<file path="src/rtl/thermal_fan_ctrl_if.sv">
// Purpose: groups the thermal manager's sensor/scheduler-facing signals into one bundle.
// Latency: none; this is wiring only.
// Backpressure: none; every signal is a level, sampled on each rising clock edge.
interface thermal_fan_ctrl_if #(
    parameter int TEMP_W = 7,
    parameter int FAN_W  = 3
);
    logic [TEMP_W-1:0] temperature;
    logic              req_in_use;
    logic              alarm_clr;
    logic              in_use;
    logic [FAN_W-1:0]  fan_speed;
    logic              throttle;
    logic              overtemp_alarm;

    // Environment side: scheduler and sensors drive the inputs and observe the outputs
    modport master (
        output temperature, req_in_use, alarm_clr,
        input  in_use, fan_speed, throttle, overtemp_alarm
    );

    // Controller side
    modport slave (
        input  temperature, req_in_use, alarm_clr,
        output in_use, fan_speed, throttle, overtemp_alarm
    );
endinterface

</file>
<file path="src/rtl/thermal_fan_ctrl.sv">
// Purpose: samples temperature periodically and drives a ramped, hysteretic fan level; gates compute grant (throttle/shutdown).
// Latency: grant is 1 cycle after req_in_use; state and target update 1 cycle after each sample tick.
// Backpressure: none; req_in_use is gated (duty-cycled or blocked), never stalled.
module thermal_fan_ctrl #(
    parameter int TEMP_W        = 7,
    parameter int FAN_W         = 3,
    parameter int SAMPLE_PERIOD = 16,
    parameter int RAMP_DELAY    = 8,
    parameter int T_LOW         = 50,
    parameter int T_HIGH        = 70,
    parameter int T_CRIT        = 90,
    parameter int HYST          = 4
) (
    input  logic              CLK,
    input  logic              RST,
    thermal_fan_ctrl_if.slave tf
);
    localparam int FAN_MAX = (2**FAN_W) - 1;
    localparam int SCNT_W  = (SAMPLE_PERIOD > 1) ? $clog2(SAMPLE_PERIOD) : 1;
    localparam int RCNT_W  = $clog2(RAMP_DELAY + 1);
    localparam int TW1     = TEMP_W + 1;

    localparam logic [TEMP_W-1:0] T_LOW_V     = TEMP_W'(T_LOW);
    localparam logic [TEMP_W-1:0] T_HIGH_V    = TEMP_W'(T_HIGH);
    localparam logic [TEMP_W-1:0] T_CRIT_V    = TEMP_W'(T_CRIT);
    localparam logic [TEMP_W-1:0] T_EXIT_V    = TEMP_W'(T_HIGH - HYST);
    localparam logic [FAN_W-1:0]  FAN_MAX_V   = FAN_W'(FAN_MAX);
    localparam logic [SCNT_W-1:0] SAMPLE_LAST = SCNT_W'(SAMPLE_PERIOD - 1);
    localparam logic [RCNT_W-1:0] RAMP_FULL   = RCNT_W'(RAMP_DELAY);

    typedef enum logic [1:0] {
        NORMAL   = 2'd0,
        THROTTLE = 2'd1,
        SHUTDOWN = 2'd2
    } state_t;

    state_t            state;
    state_t            next_state;
    logic [SCNT_W-1:0] sample_cnt;
    logic              tick;
    logic              eval;
    logic              phase;
    logic [TEMP_W-1:0] temp_q;
    logic [FAN_W-1:0]  target;
    logic [FAN_W-1:0]  fan_q;
    logic [RCNT_W-1:0] ramp_cnt;
    logic              dec_pend;
    logic              in_use_q;
    logic              throttle_q;
    logic              alarm_q;

    logic [TW1-1:0]    excess;
    logic [TW1-1:0]    level;
    logic [FAN_W-1:0]  raw_target;
    logic [FAN_W-1:0]  cand_target;

    assign tick = (sample_cnt == SAMPLE_LAST);

    // Sample window: free-running counter, temperature capture and throttle duty phase
    always_ff @(posedge CLK) begin
        if (RST) begin
            sample_cnt <= '0;
            temp_q     <= '0;
            phase      <= 1'b0;
            eval       <= 1'b0;
        end else begin
            sample_cnt <= tick ? '0 : sample_cnt + 1'b1;
            eval       <= tick;
            if (tick) begin
                temp_q <= tf.temperature;
                phase  <= ~phase;
            end
        end
    end

    // Transition function: temperature thresholds only act on the cycle after a sample,
    // while a shutdown release request is honoured on any cycle
    always_comb begin
        next_state = state;
        case (state)
            NORMAL: begin
                if (eval) begin
                    if (temp_q >= T_CRIT_V)      next_state = SHUTDOWN;
                    else if (temp_q >= T_HIGH_V) next_state = THROTTLE;
                end
            end
            THROTTLE: begin
                if (eval) begin
                    if (temp_q >= T_CRIT_V)       next_state = SHUTDOWN;
                    else if (temp_q <= T_EXIT_V)  next_state = NORMAL;
                end
            end
            SHUTDOWN: begin
                if (tf.alarm_clr && (temp_q < T_LOW_V)) next_state = NORMAL;
            end
            default: next_state = NORMAL;
        endcase
    end

    // Fan target from the held sample: one level per 4 degrees above T_LOW, pinned to max when throttling
    always_comb begin
        excess     = {1'b0, temp_q} - TW1'(T_LOW);
        level      = (excess >> 2) + 1'b1;
        raw_target = '0;
        if (temp_q >= T_LOW_V) begin
            if (level > TW1'(FAN_MAX)) raw_target = FAN_MAX_V;
            else                       raw_target = level[FAN_W-1:0];
        end
        cand_target = (next_state != NORMAL) ? FAN_MAX_V : raw_target;
    end

    // FSM with registered grant and status flags, all following the next state
    always_ff @(posedge CLK) begin
        if (RST) begin
            state      <= NORMAL;
            in_use_q   <= 1'b0;
            throttle_q <= 1'b0;
            alarm_q    <= 1'b0;
        end else begin
            state      <= next_state;
            throttle_q <= (next_state != NORMAL);
            alarm_q    <= (next_state == SHUTDOWN);
            case (next_state)
                NORMAL:   in_use_q <= tf.req_in_use;
                THROTTLE: in_use_q <= tf.req_in_use & phase;
                default:  in_use_q <= 1'b0;
            endcase
        end
    end

    // Target acceptance (decreases need two consecutive lower samples) and rate-limited fan ramp
    always_ff @(posedge CLK) begin
        if (RST) begin
            target   <= '0;
            dec_pend <= 1'b0;
            ramp_cnt <= '0;
            fan_q    <= '0;
        end else begin
            if (eval) begin
                if (cand_target < fan_q) begin
                    if (dec_pend) begin
                        target   <= cand_target;
                        dec_pend <= 1'b0;
                    end else begin
                        dec_pend <= 1'b1;
                    end
                end else begin
                    target   <= cand_target;
                    dec_pend <= 1'b0;
                end
            end
            // The step compares against the target held before this edge, so a freshly
            // accepted target only steers steps from the following cycle onwards
            if ((ramp_cnt == RAMP_FULL) && (fan_q != target)) begin
                fan_q    <= (target > fan_q) ? fan_q + 1'b1 : fan_q - 1'b1;
                ramp_cnt <= '0;
            end else if (ramp_cnt != RAMP_FULL) begin
                ramp_cnt <= ramp_cnt + 1'b1;
            end
        end
    end

    assign tf.in_use         = in_use_q;
    assign tf.fan_speed      = fan_q;
    assign tf.throttle       = throttle_q;
    assign tf.overtemp_alarm = alarm_q;
endmodule

</file>
<file path="src/flat_wrapper.sv">
// flat-port wrapper written by rule: the top's interface ports become plain ports
module thermal_fan_ctrl_flat 
#(
    parameter int TEMP_W        = 7,
    parameter int FAN_W         = 3,
    parameter int SAMPLE_PERIOD = 16,
    parameter int RAMP_DELAY    = 8,
    parameter int T_LOW         = 50,
    parameter int T_HIGH        = 70,
    parameter int T_CRIT        = 90,
    parameter int HYST          = 4
)
  (CLK, RST, tf_temperature, tf_req_in_use, tf_alarm_clr, tf_in_use, tf_fan_speed, tf_throttle, tf_overtemp_alarm);
  thermal_fan_ctrl_if #(.TEMP_W(TEMP_W), .FAN_W(FAN_W)) tf_i ();
  input  logic CLK;
  input  logic RST;
  input wire logic [$bits(tf_i.temperature)-1:0] tf_temperature;
  input wire logic [$bits(tf_i.req_in_use)-1:0] tf_req_in_use;
  input wire logic [$bits(tf_i.alarm_clr)-1:0] tf_alarm_clr;
  output wire logic [$bits(tf_i.in_use)-1:0] tf_in_use;
  output wire logic [$bits(tf_i.fan_speed)-1:0] tf_fan_speed;
  output wire logic [$bits(tf_i.throttle)-1:0] tf_throttle;
  output wire logic [$bits(tf_i.overtemp_alarm)-1:0] tf_overtemp_alarm;
  assign tf_i.temperature = tf_temperature;
  assign tf_i.req_in_use = tf_req_in_use;
  assign tf_i.alarm_clr = tf_alarm_clr;
  assign tf_in_use = tf_i.in_use;
  assign tf_fan_speed = tf_i.fan_speed;
  assign tf_throttle = tf_i.throttle;
  assign tf_overtemp_alarm = tf_i.overtemp_alarm;
  thermal_fan_ctrl #(.TEMP_W(TEMP_W), .FAN_W(FAN_W), .SAMPLE_PERIOD(SAMPLE_PERIOD), .RAMP_DELAY(RAMP_DELAY), .T_LOW(T_LOW), .T_HIGH(T_HIGH), .T_CRIT(T_CRIT), .HYST(HYST)) u_core (.CLK(CLK), .RST(RST), .tf(tf_i));
endmodule
</file>
<file path="config.mk">
export PLATFORM = sky130hd
export DESIGN_NAME = thermal_fan_ctrl_flat
export DESIGN_NICKNAME = d
export VERILOG_FILES = /design/src/rtl/thermal_fan_ctrl_if.sv /design/src/rtl/thermal_fan_ctrl.sv /design/src/flat_wrapper.sv
export SDC_FILE = /design/constraint.sdc
export NUM_CORES = 1
export LEC_CHECK = 0
export CORE_MARGIN = 2
export CORE_UTILIZATION = 50
export DETAILED_ROUTE_END_ITERATION = 7
export PLACE_DENSITY = 0.84
export SKIP_LAST_GASP = 1
export SLEW_MARGIN = 15
export SYNTH_ARGS = -nofsm -noshare
export SYNTH_HDL_FRONTEND = slang
export SYNTH_SLANG_ARGS = --single-unit
</file>
<file path="constraint.sdc">
create_clock -name CLK -period 3.7 [get_ports CLK]
set_input_delay 1.11 -clock CLK [delete_from_list [all_inputs] [get_ports CLK]]
set_output_delay 1.11 -clock CLK [all_outputs]
set_load 0.02 [all_outputs]
</file>
[After elaboration in Yosys (flattened, before gate mapping)]
Cells that the tools add are included.
Word-level totals
  register bits after elaboration: 29
  input port bits: 11
  output and inout bits: 6
  logic and storage cells: 62
Cells by class
  $add $sub $neg: 6
  $lt $le $gt $ge: 8
  equality and inequality tests: 9
  mux-type cells: 17
  bitwise logic cells: 2
  reduce and logical (&&, ||, !) cells: 8
Operators with widths (number)
  2-to-1 mux 3 bit: 6
  >= comparator 7 bit, second input constant: 2
  2-to-1 mux 2 bit: 7
  adder 4 x 1 -> 4 bit, second input constant: 2
  equality test 4 bit, second input constant: 2
  > comparator 8 x 3 -> 1 bit, second input constant: 1
  subtractor 7 x 6 -> 8 bit, second input constant: 1
  adder 6 x 1 -> 7 bit, second input constant: 1
  >= comparator 7 x 6 -> 1 bit, second input constant: 1
  <= comparator 7 bit, second input constant: 1
  less-than comparator 7 x 6 -> 1 bit, second input constant: 1
  one-hot mux 2 bit (3 select lines): 1
  equality test 2 x 1 -> 1 bit, second input constant: 2
  equality test 2 bit, second input constant: 2
  logical NOT 2 bit: 2
  != test 4 bit, second input constant: 1
  OR reduction 2 bit: 2
  adder 3 x 1 -> 3 bit, second input constant: 1
  > comparator 3 bit: 1
  less-than comparator 3 bit: 1
  != test 3 bit: 1
  subtractor 3 x 1 -> 3 bit, second input constant: 1
  logical AND 1 bit: 2
  2-to-1 mux 1 bit: 2
  6 further kinds: 6

[Longest topological paths before layout]
Gate-level depths: netlist of run 1.
  word-level depth: 10
  depth in mapped cells: 14
  mapped depth without buffers: 14

[Worst setup path before layout of run 1]
OpenSTA, ideal clock, no wires.
  path kind: register to register
  from: register u_core.temp_q[1]
  to: register u_core.target[1]
  library setup time: 0.119 ns
  arrival: 2.866 ns
  required time: 3.581 ns
  slack: 0.715 ns
  stages on the path, launching flop included: 13
  path buffers: 0
  clock period less this slack: 2.985 ns
  cell sequence: dfxtp_1 inv_1 ha_1 nor2b_4 or3_4 a2111oi_4 a21o_2 o211ai_1 ha_1 o21ai_0 a21boi_0 o21ai_0 o221a_1
Between the ends
  cells in the longest elaborated chain, start to end: 10
  elaborated cells on any way between the ends: 26
  those cells by class: add/sub: 2; order compare: 7; eq/ne: 1; mux: 13; reduce/logical: 3
Ends and longest elaborated chain
  start, declared: line thermal_fan_ctrl.sv:43  | logic [TEMP_W-1:0] temp_q;
  start signal, assigned: line thermal_fan_ctrl.sv:70  | temp_q <= tf.temperature;
  parallel branches: the longest is 6 deep, another holds subtractor 7 x 6 -> 8 bit
  2-to-1 mux 3 bit *: line thermal_fan_ctrl.sv:109  | cand_target = (next_state != NORMAL) ? FAN_MAX_V : raw_target;
  named net u_core.cand_target[1]: line thermal_fan_ctrl.sv:55  | logic [FAN_W-1:0] cand_target;
  less-than comparator 3 bit: line thermal_fan_ctrl.sv:140  | if (cand_target < fan_q) begin
  != test 2 x 1 -> 1 bit (no line)
  AND reduction 2 bit (no line)
  end signal, assigned: line thermal_fan_ctrl.sv:142  | target <= cand_target;
  end signal, assigned: line thermal_fan_ctrl.sv:148  | target <= cand_target;
  end, declared: line thermal_fan_ctrl.sv:44  | logic [FAN_W-1:0] target;
Mark *: on every way through the listed nets, which the timed path passes. The select of a mux whose other input is x is not followed.
A chain may end at the register's enable or synchronous reset.

[Final worst setup path of run 1]
Ends and elaborated chain as after synthesis.

==> results of run 1 <==
## cell usage after synthesis, types with 2 or more instances
cell type	number	share of area, %
nand3_1	4	1.2
nand3b_1	3	1.3
nand2b_1	4	1.5
buf_6	2	1.3
or3_4	2	1.3
ha_1	12	9.0
nor2b_1	2	0.75
o21ai_0	9	2.7
nand2_1	21	4.7
nand4_1	2	0.75
xnor2_1	7	3.7
o211ai_1	2	0.90
inv_1	13	2.9
a31oi_1	2	0.75
nor3b_1	2	0.90
xor2_1	3	1.6
clkbuf_1	3	0.67
nor3_1	6	1.8
a21oi_1	13	3.9
dfxtp_1	29	35
nor2_1	13	2.9
a21boi_0	2	0.90
and3_1	4	1.5
## path summary, 6_finish.rpt
path                                        from  cells past startpoint  slack (ns)               end
worst max-delay path            u_core.temp_q[1]                     12        0.37  u_core.target[1]
worst max register to register  u_core.temp_q[1]                     12        0.37  u_core.target[1]
worst min register to register  u_core.target[0]                      2        0.46  u_core.target[0]
worst min-delay path            u_core.target[0]                      2        0.46  u_core.target[0]
## cell type report
cell class	instances	share of cell area (%)
well taps	44	2.92
repair buffers	17	8.88
flip-flops and latches	29	30.7
inverters	14	2.78
clock buffers	8	2.58
multi-input cells	139	52.1
## worst reg2reg max path, cell delays in order (launching register included)
cell       delay [ns]
dfxtp_1          0.47
inv_1            0.10
ha_1             0.31
nor2b_4          0.17
or3_4            0.34
a2111oi_4        0.41
a21o_2           0.14
o211ai_1         0.11
ha_1             0.30
o21ai_0          0.07
a21boi_0         0.39
o21ai_0          0.16
o221a_1          0.26
## routing by layer
metal | global-route usage [%] | wire, um
met4 | 8.81 | 51
met2 | 26.9 | 1410
met3 | 6.21 | 97
met1 | 22.7 | 1510
met5 | 0 | 0
## flip-flops by register name, indices dropped and copies added (netlist names)
signal	flops
u_core.temp_q	7
u_core.target	3
u_core.eval	1
u_core.tf.fan_speed	3
u_core.tf.overtemp_alarm	1
u_core.state	2
u_core.phase	1
u_core.sample_cnt	4
u_core.tf.in_use	1
u_core.dec_pend	1
u_core.ramp_cnt	4
u_core.tf.throttle	1
## power by group
| part | switching, mW | leakage (nW) | internal [mW] |
|---|---|---|---|
| logic | 0.0135 | 0.411 | 0.0189 |
| clock network | 0.105 | 0.0265 | 0.0755 |
| registers | 0.00563 | 0.235 | 0.318 |
## metrics by stage
step	cells	util, %	hold slack (ns)	instance area [um2]	setup slack (ns)
after global placement	243	58.8	0.447	1840	0.314
after floorplan	189	-	0.436	1670	0.715
final	251	60.4	0.463	1890	0.369
after CTS	251	60.4	0.469	1890	0.386
after global routing	251	60.4	0.495	1890	0.144
after detailed placement	243	58.8	0.458	1840	0.220
## cells by family after synthesis
| group | count (synthesis) | synth area share [%] |
|---|---|---|
| DFF | 29 | 34.7 |
| and+or+nand+nor | 70 | 22.5 |
| AOI/OAI and AO/OA | 45 | 20.4 |
| xor gates and xnor gates | 10 | 5.24 |
| adders and majority gates | 13 | 10.2 |
| buffers and inverters | 21 | 6.44 |
| muxes | 1 | 0.599 |
==> metrics.md, run 1 <==
| Metric | Value |
|---|---|
| Via density | 5.44 |
| CP bufs+invs | 1 |
| Mapped Nets | 213 |
| GPL Wtd Cong | 0.899 |
| CTS Buf Count | 5 |
| Crit Path Class | reg -> reg |
| Rel. slew slack | 52.5% |
| Clk_lat worst skew | 0.33 ns |
| Final worst path period share | 90.0% |
| CTS tree | built |
| Slew Limit Fails | 0 |
| Gate Count Post-Synth | 189 |
| Dpl hpwl | 2310 um |
| Netlist cell types | 52 |
| Count of warnings emitted by yosys | 0 |
| Worst-margin pin slew | 0.709 ns |
| Fin Clk Skew | 0.0115 ns |
| Residual DRC count | 0 |
| Register Area | 581 um2 |
| Min cycle time layout | 3.33 ns |
| CORE AREA | 3130 um2 |
| Critical path's slowest cell | dfxtp_1 |
| Crit path max-delay family | compound AO/OA/AOI/OAI gates |
| Avg Cell Area, Syn | 8.84 um2 |
| Area delta synth->final | 12.9% |
| Drt first pass iters | 4 |
| Cells along the critical path | inv_1, ha_1, nor2b_4, or3_4, a2111oi_4, a21o_2, o211ai_1, ha_1, o21ai_0, a21boi_0, o21ai_0, o221a_1 |
| H-tree depth | 2 |
| Post-synth ARST share | 0% |
| Initial Util | 53.4% |
| Crit Path Max Fanout | 8 |
| Finish-stage setup viols | 0 |
| Max Freq | 300 MHz |
| Leak Pwr | 0.673 nW |
| DIE WIDTH | 61.8 um |
| Max VDD drop | 178 uV |
| Commonest non-fill, non-tap cell in the layout | dfxtp_1 |
| Overall power | 0.537 mW |
| Die Area | 3820 um2 |
| Multi-input combinational cell area | 983 um2 |
| Startpoint types | flip-flop |
| Floorplan row count | 20 |
| FF+latch count, synth | 29 |
| Number of synthesized flops with an enable pin | 0 |
| Fin nets | 230 |
| Max_cap viols | 0 |
| Mapped cell area | 1670 um2 |
| Arrival time of the worst setup path | 3.56 ns |
| Hold_buf cts | 0 |
| RSZ-0062 raised after global routing | false |
| Top_reg_cell synth | dfxtp_1 |
| CP endpoint kind | flip-flop |
| Routed wire per std cell | 12.2 um |
| Post-CTS setup buffer count | 0 |
| Total grt overflow | 0 |
| Hold crit path type | reg -> reg |
| PD cells | 284 nW/um2 |
| Sequential area share after synthesis | 34.7% |
| First-pass GRT wire length | 4950 um |
| Fill cells | 284 |
| CTS root buffer | clkbuf_4 |
| Commonest non-fill, non-tap cells in the layout | dfxtp_1, nand2_1, clkdlybuf4s50_1 |
| Setup TNS | 0 ns |
| Clk buf depth | 2 |
| Layout cells sized above 1 | 10.1% |
| Total GRT Usage | 17.8% |
| Total number of vias | 1,365 |
| CP Data Required Time | 3.93 ns |
| Post-CTS Resized | 0 |
| Antenna Diode Count | 0 |
| Starting DRT DRC Count | 67 |
| Largest net degree at the start of global routing | 14 |
| CTS clk-pin slew, worst paths | 0.09 ns |
| Status | finished, final reports clean |
| Port Buffers | 16 |
| Routed Antenna Nets | 0 |
| Initial antenna violation count | 0 |
| Vias in the first global route | 1,183 |
| I/O pins | 17 |
| Final wirelength | 3070 um |
| CP peak stage delay | 0.47 ns |
| Die height | 61.8 um |
| Sink Count | 29 |
| Final Hold Vio Count | 0 |
Note: power is estimated with default switching activity, not from simulation.
==> run 2: changes to the inputs <==
--- a/config.mk
+++ b/config.mk
@@ -5,7 +5,7 @@
 export SDC_FILE = /design/constraint.sdc
 export NUM_CORES = 1
 export LEC_CHECK = 0
-export CORE_MARGIN = 2
+export CORE_MARGIN = 3
 export CORE_UTILIZATION = 50
 export DETAILED_ROUTE_END_ITERATION = 7
 export PLACE_DENSITY = 0.84
==> metrics.md, run 2 (synthesized netlist as in run 1, its figures left out) <==
| Metric | Value |
|---|---|
| Min cycle time layout | 3.29 ns (was 3.33 ns) |
| Arrival time of the worst setup path | 3.52 ns (was 3.56 ns) |
| Cells along the critical path | inv_1, ha_1, nor2b_4, or3_4, a2111oi_4, a21o_2, o211ai_1, ha_1, o21ai_0, a21boi_0, o21ai_0, o221a_1 (unchanged) |
| Max FFs per register | 7 (unchanged) |
| Worst-margin pin slew | 0.631 ns (was 0.709 ns) |
| PD cells | 284 nW/um2 (about the same) |
| DIE WIDTH | 63.8 um (was 61.8 um) |
| Status | finished, final reports clean (unchanged) |
| Final wirelength | 3080 um (was 3070 um) |
| Dpl hpwl | 2330 um (was 2310 um) |
| Worst Setup SP | u_core.temp_q[2] (was u_core.temp_q[1]) |
| CTS clk-pin slew, worst paths | 0.09 ns (about the same) |
| RSZ-0062 raised after global routing | false (unchanged) |
| Leak Pwr | 0.678 nW (was 0.673 nW) |
| Initial Util | 53.4% (unchanged) |
| Rel. slew slack | 57.7% (was 52.5%) |
| Total number of vias | 1,338 (was 1,365) |
| Slew Limit Fails | 0 (unchanged) |
| Post-CTS setup buffer count | 0 (unchanged) |
| Routed wire per std cell | 12.3 um (was 12.2 um) |
| Die height | 63.8 um (was 61.8 um) |
| Via density | 5.33 (was 5.44) |
| Hold_sp | u_core.target[0] (unchanged) |
| Vias in the first global route | 1,231 (was 1,183) |
| Commonest non-fill, non-tap cells in the layout | dfxtp_1, nand2_1, clkdlybuf4s50_1 (unchanged) |
| Startpoint types | flip-flop (unchanged) |
| Setup TNS | 0 ns (unchanged) |
| H-tree depth | 2 (unchanged) |
| Clk buf depth | 2 (unchanged) |
| Finish-stage setup viols | 0 (unchanged) |
| CORE AREA | 3130 um2 (unchanged) |
| Fin nets | 230 (unchanged) |
| Routed Antenna Nets | 0 (unchanged) |
| Fin Clk Skew | 0.00826 ns (was 0.0115 ns) |
| GPL Wtd Cong | 0.777 (was 0.899) |
| CP Data Required Time | 3.93 ns (about the same) |
| Total grt overflow | 0 (unchanged) |
| Largest net degree at the start of global routing | 17 (was 14) |
| CP endpoint kind | flip-flop (unchanged) |
| Hold_buf cts | 0 (unchanged) |
| Floorplan row count | 20 (unchanged) |
| CTS Buf Count | 5 (unchanged) |
| I/O pins | 17 (unchanged) |
| Commonest non-fill, non-tap cell in the layout | dfxtp_1 (unchanged) |
| First-pass GRT wire length | 5440 um (was 4950 um) |
| Residual DRC count | 0 (unchanged) |
| Critical path's slowest cell | dfxtp_1 (unchanged) |
| Antenna Diode Count | 0 (unchanged) |
| CTS root buffer | clkbuf_4 (unchanged) |
| Sink Count | 29 (unchanged) |
| Die Area | 4070 um2 (was 3820 um2) |
| Crit Path Max Fanout | 8 (unchanged) |
| Clk_lat worst skew | 0.33 ns (about the same) |
| Max VDD drop | 239 uV (was 178 uV) |
| Top reg by flops | u_core.temp_q (unchanged) |
| Layout cells sized above 1 | 11.1% (was 10.1%) |
| Hold crit path type | reg -> reg (unchanged) |
| CP peak stage delay | 0.47 ns (about the same) |
| Placed insts | 243 (unchanged) |
| Initial antenna violation count | 0 (unchanged) |
| Worst r2r src | u_core.temp_q[2] (was u_core.temp_q[1]) |
| Final Non-Filler Cells | 251 (unchanged) |
| Max_cap viols | 0 (unchanged) |
| Final worst path period share | 89.0% (was 90.0%) |
| Port Buffers | 16 (unchanged) |
| Crit Path Class | reg -> reg (unchanged) |
| Drt first pass iters | 5 (was 4) |
| Final Hold Vio Count | 0 (unchanged) |
| Max Freq | 304 MHz (was 300 MHz) |
| Biggest regs | u_core.temp_q x7, u_core.ramp_cnt x4, u_core.sample_cnt x4 (unchanged) |
| Starting DRT DRC Count | 61 (was 67) |
| Post-CTS Resized | 0 (unchanged) |
| CTS tree | built (unchanged) |
| Area delta synth->final | 13.1% (was 12.9%) |
| Total GRT Usage | 17.4% (was 17.8%) |
| Fill cells | 290 (was 284) |
[run 2: cell count changes in the layout (fill, tap and decap cells not counted), sizes merged]
cell and change:
clkbuf -2, clkinv +2
[run 2: layout make-up]
type / instances / area (um2) / area share, %
Clock inverter: 2 / 10.0 / 0.529
Timing Repair Buffer: 17 / 168 / 8.87
Clock buffer: 6 / 41.3 / 2.18
Sequential cell: 29 / 581 / 30.7
Tap cell: 44 / 55.1 / 2.91
Inverter: 14 / 52.6 / 2.78
Multi-Input combinational cell: 139 / 983 / 52.0
[run 2: power breakdown]
part | internal (mW) | switching [mW] | total, mW
Clock | 0.0722 | 0.109 | 0.181
Sequential | 0.318 | 0.00555 | 0.324
Combinational | 0.0191 | 0.0137 | 0.0328
[run 2: final timing paths]
kind / endpoint / slack (ns) / depth (start not counted)
setup / recovery: u_core.target[1] / 0.41 / 12
hold / removal: u_core.target[0] / 0.46 / 2
setup reg to reg: u_core.target[1] / 0.41 / 12
hold reg to reg: u_core.target[0] / 0.46 / 2
[run 2: metrics by stage]
| step | hold WS [ns] | worst slack [ns] | utilization, % | power (mW) | instance area (um2) |
|---|---|---|---|---|---|
| 6_report | 0.460 | 0.407 | 60.4 | 0.538 | 1890 |
| 5_1_grt | 0.490 | 0.105 | 60.4 | 0.573 | 1890 |
| 3_3_place_gp | 0.447 | 0.311 | 58.8 | 0.363 | 1840 |
| 3_5_place_dp | 0.451 | 0.268 | 58.8 | 0.364 | 1840 |
| 4_1_cts | 0.464 | 0.407 | 60.4 | 0.546 | 1890 |
| 2_1_floorplan | 0.436 | 0.715 | - | 0.348 | 1670 |
[run 2: worst max-delay path, delay by kind of cell, from the launching register on]
family / cells / cell delay (ns)
compound gates: 7 / 1.53
fa+ha+maj: 2 / 0.58
simple gates: 2 / 0.51
flops: 1 / 0.47
buf+inv: 1 / 0.10
[run 2: metal layers]
metal	up-vias	share of wire (%)	track usage (%)	wire [um]
met3	6	2.7	5.45	84
met4	0	2.9	10.5	90
met1	615	50	22.4	1550
li1	699	-	-	-
met5	-	0	0	0
met2	18	44	25.0	1350
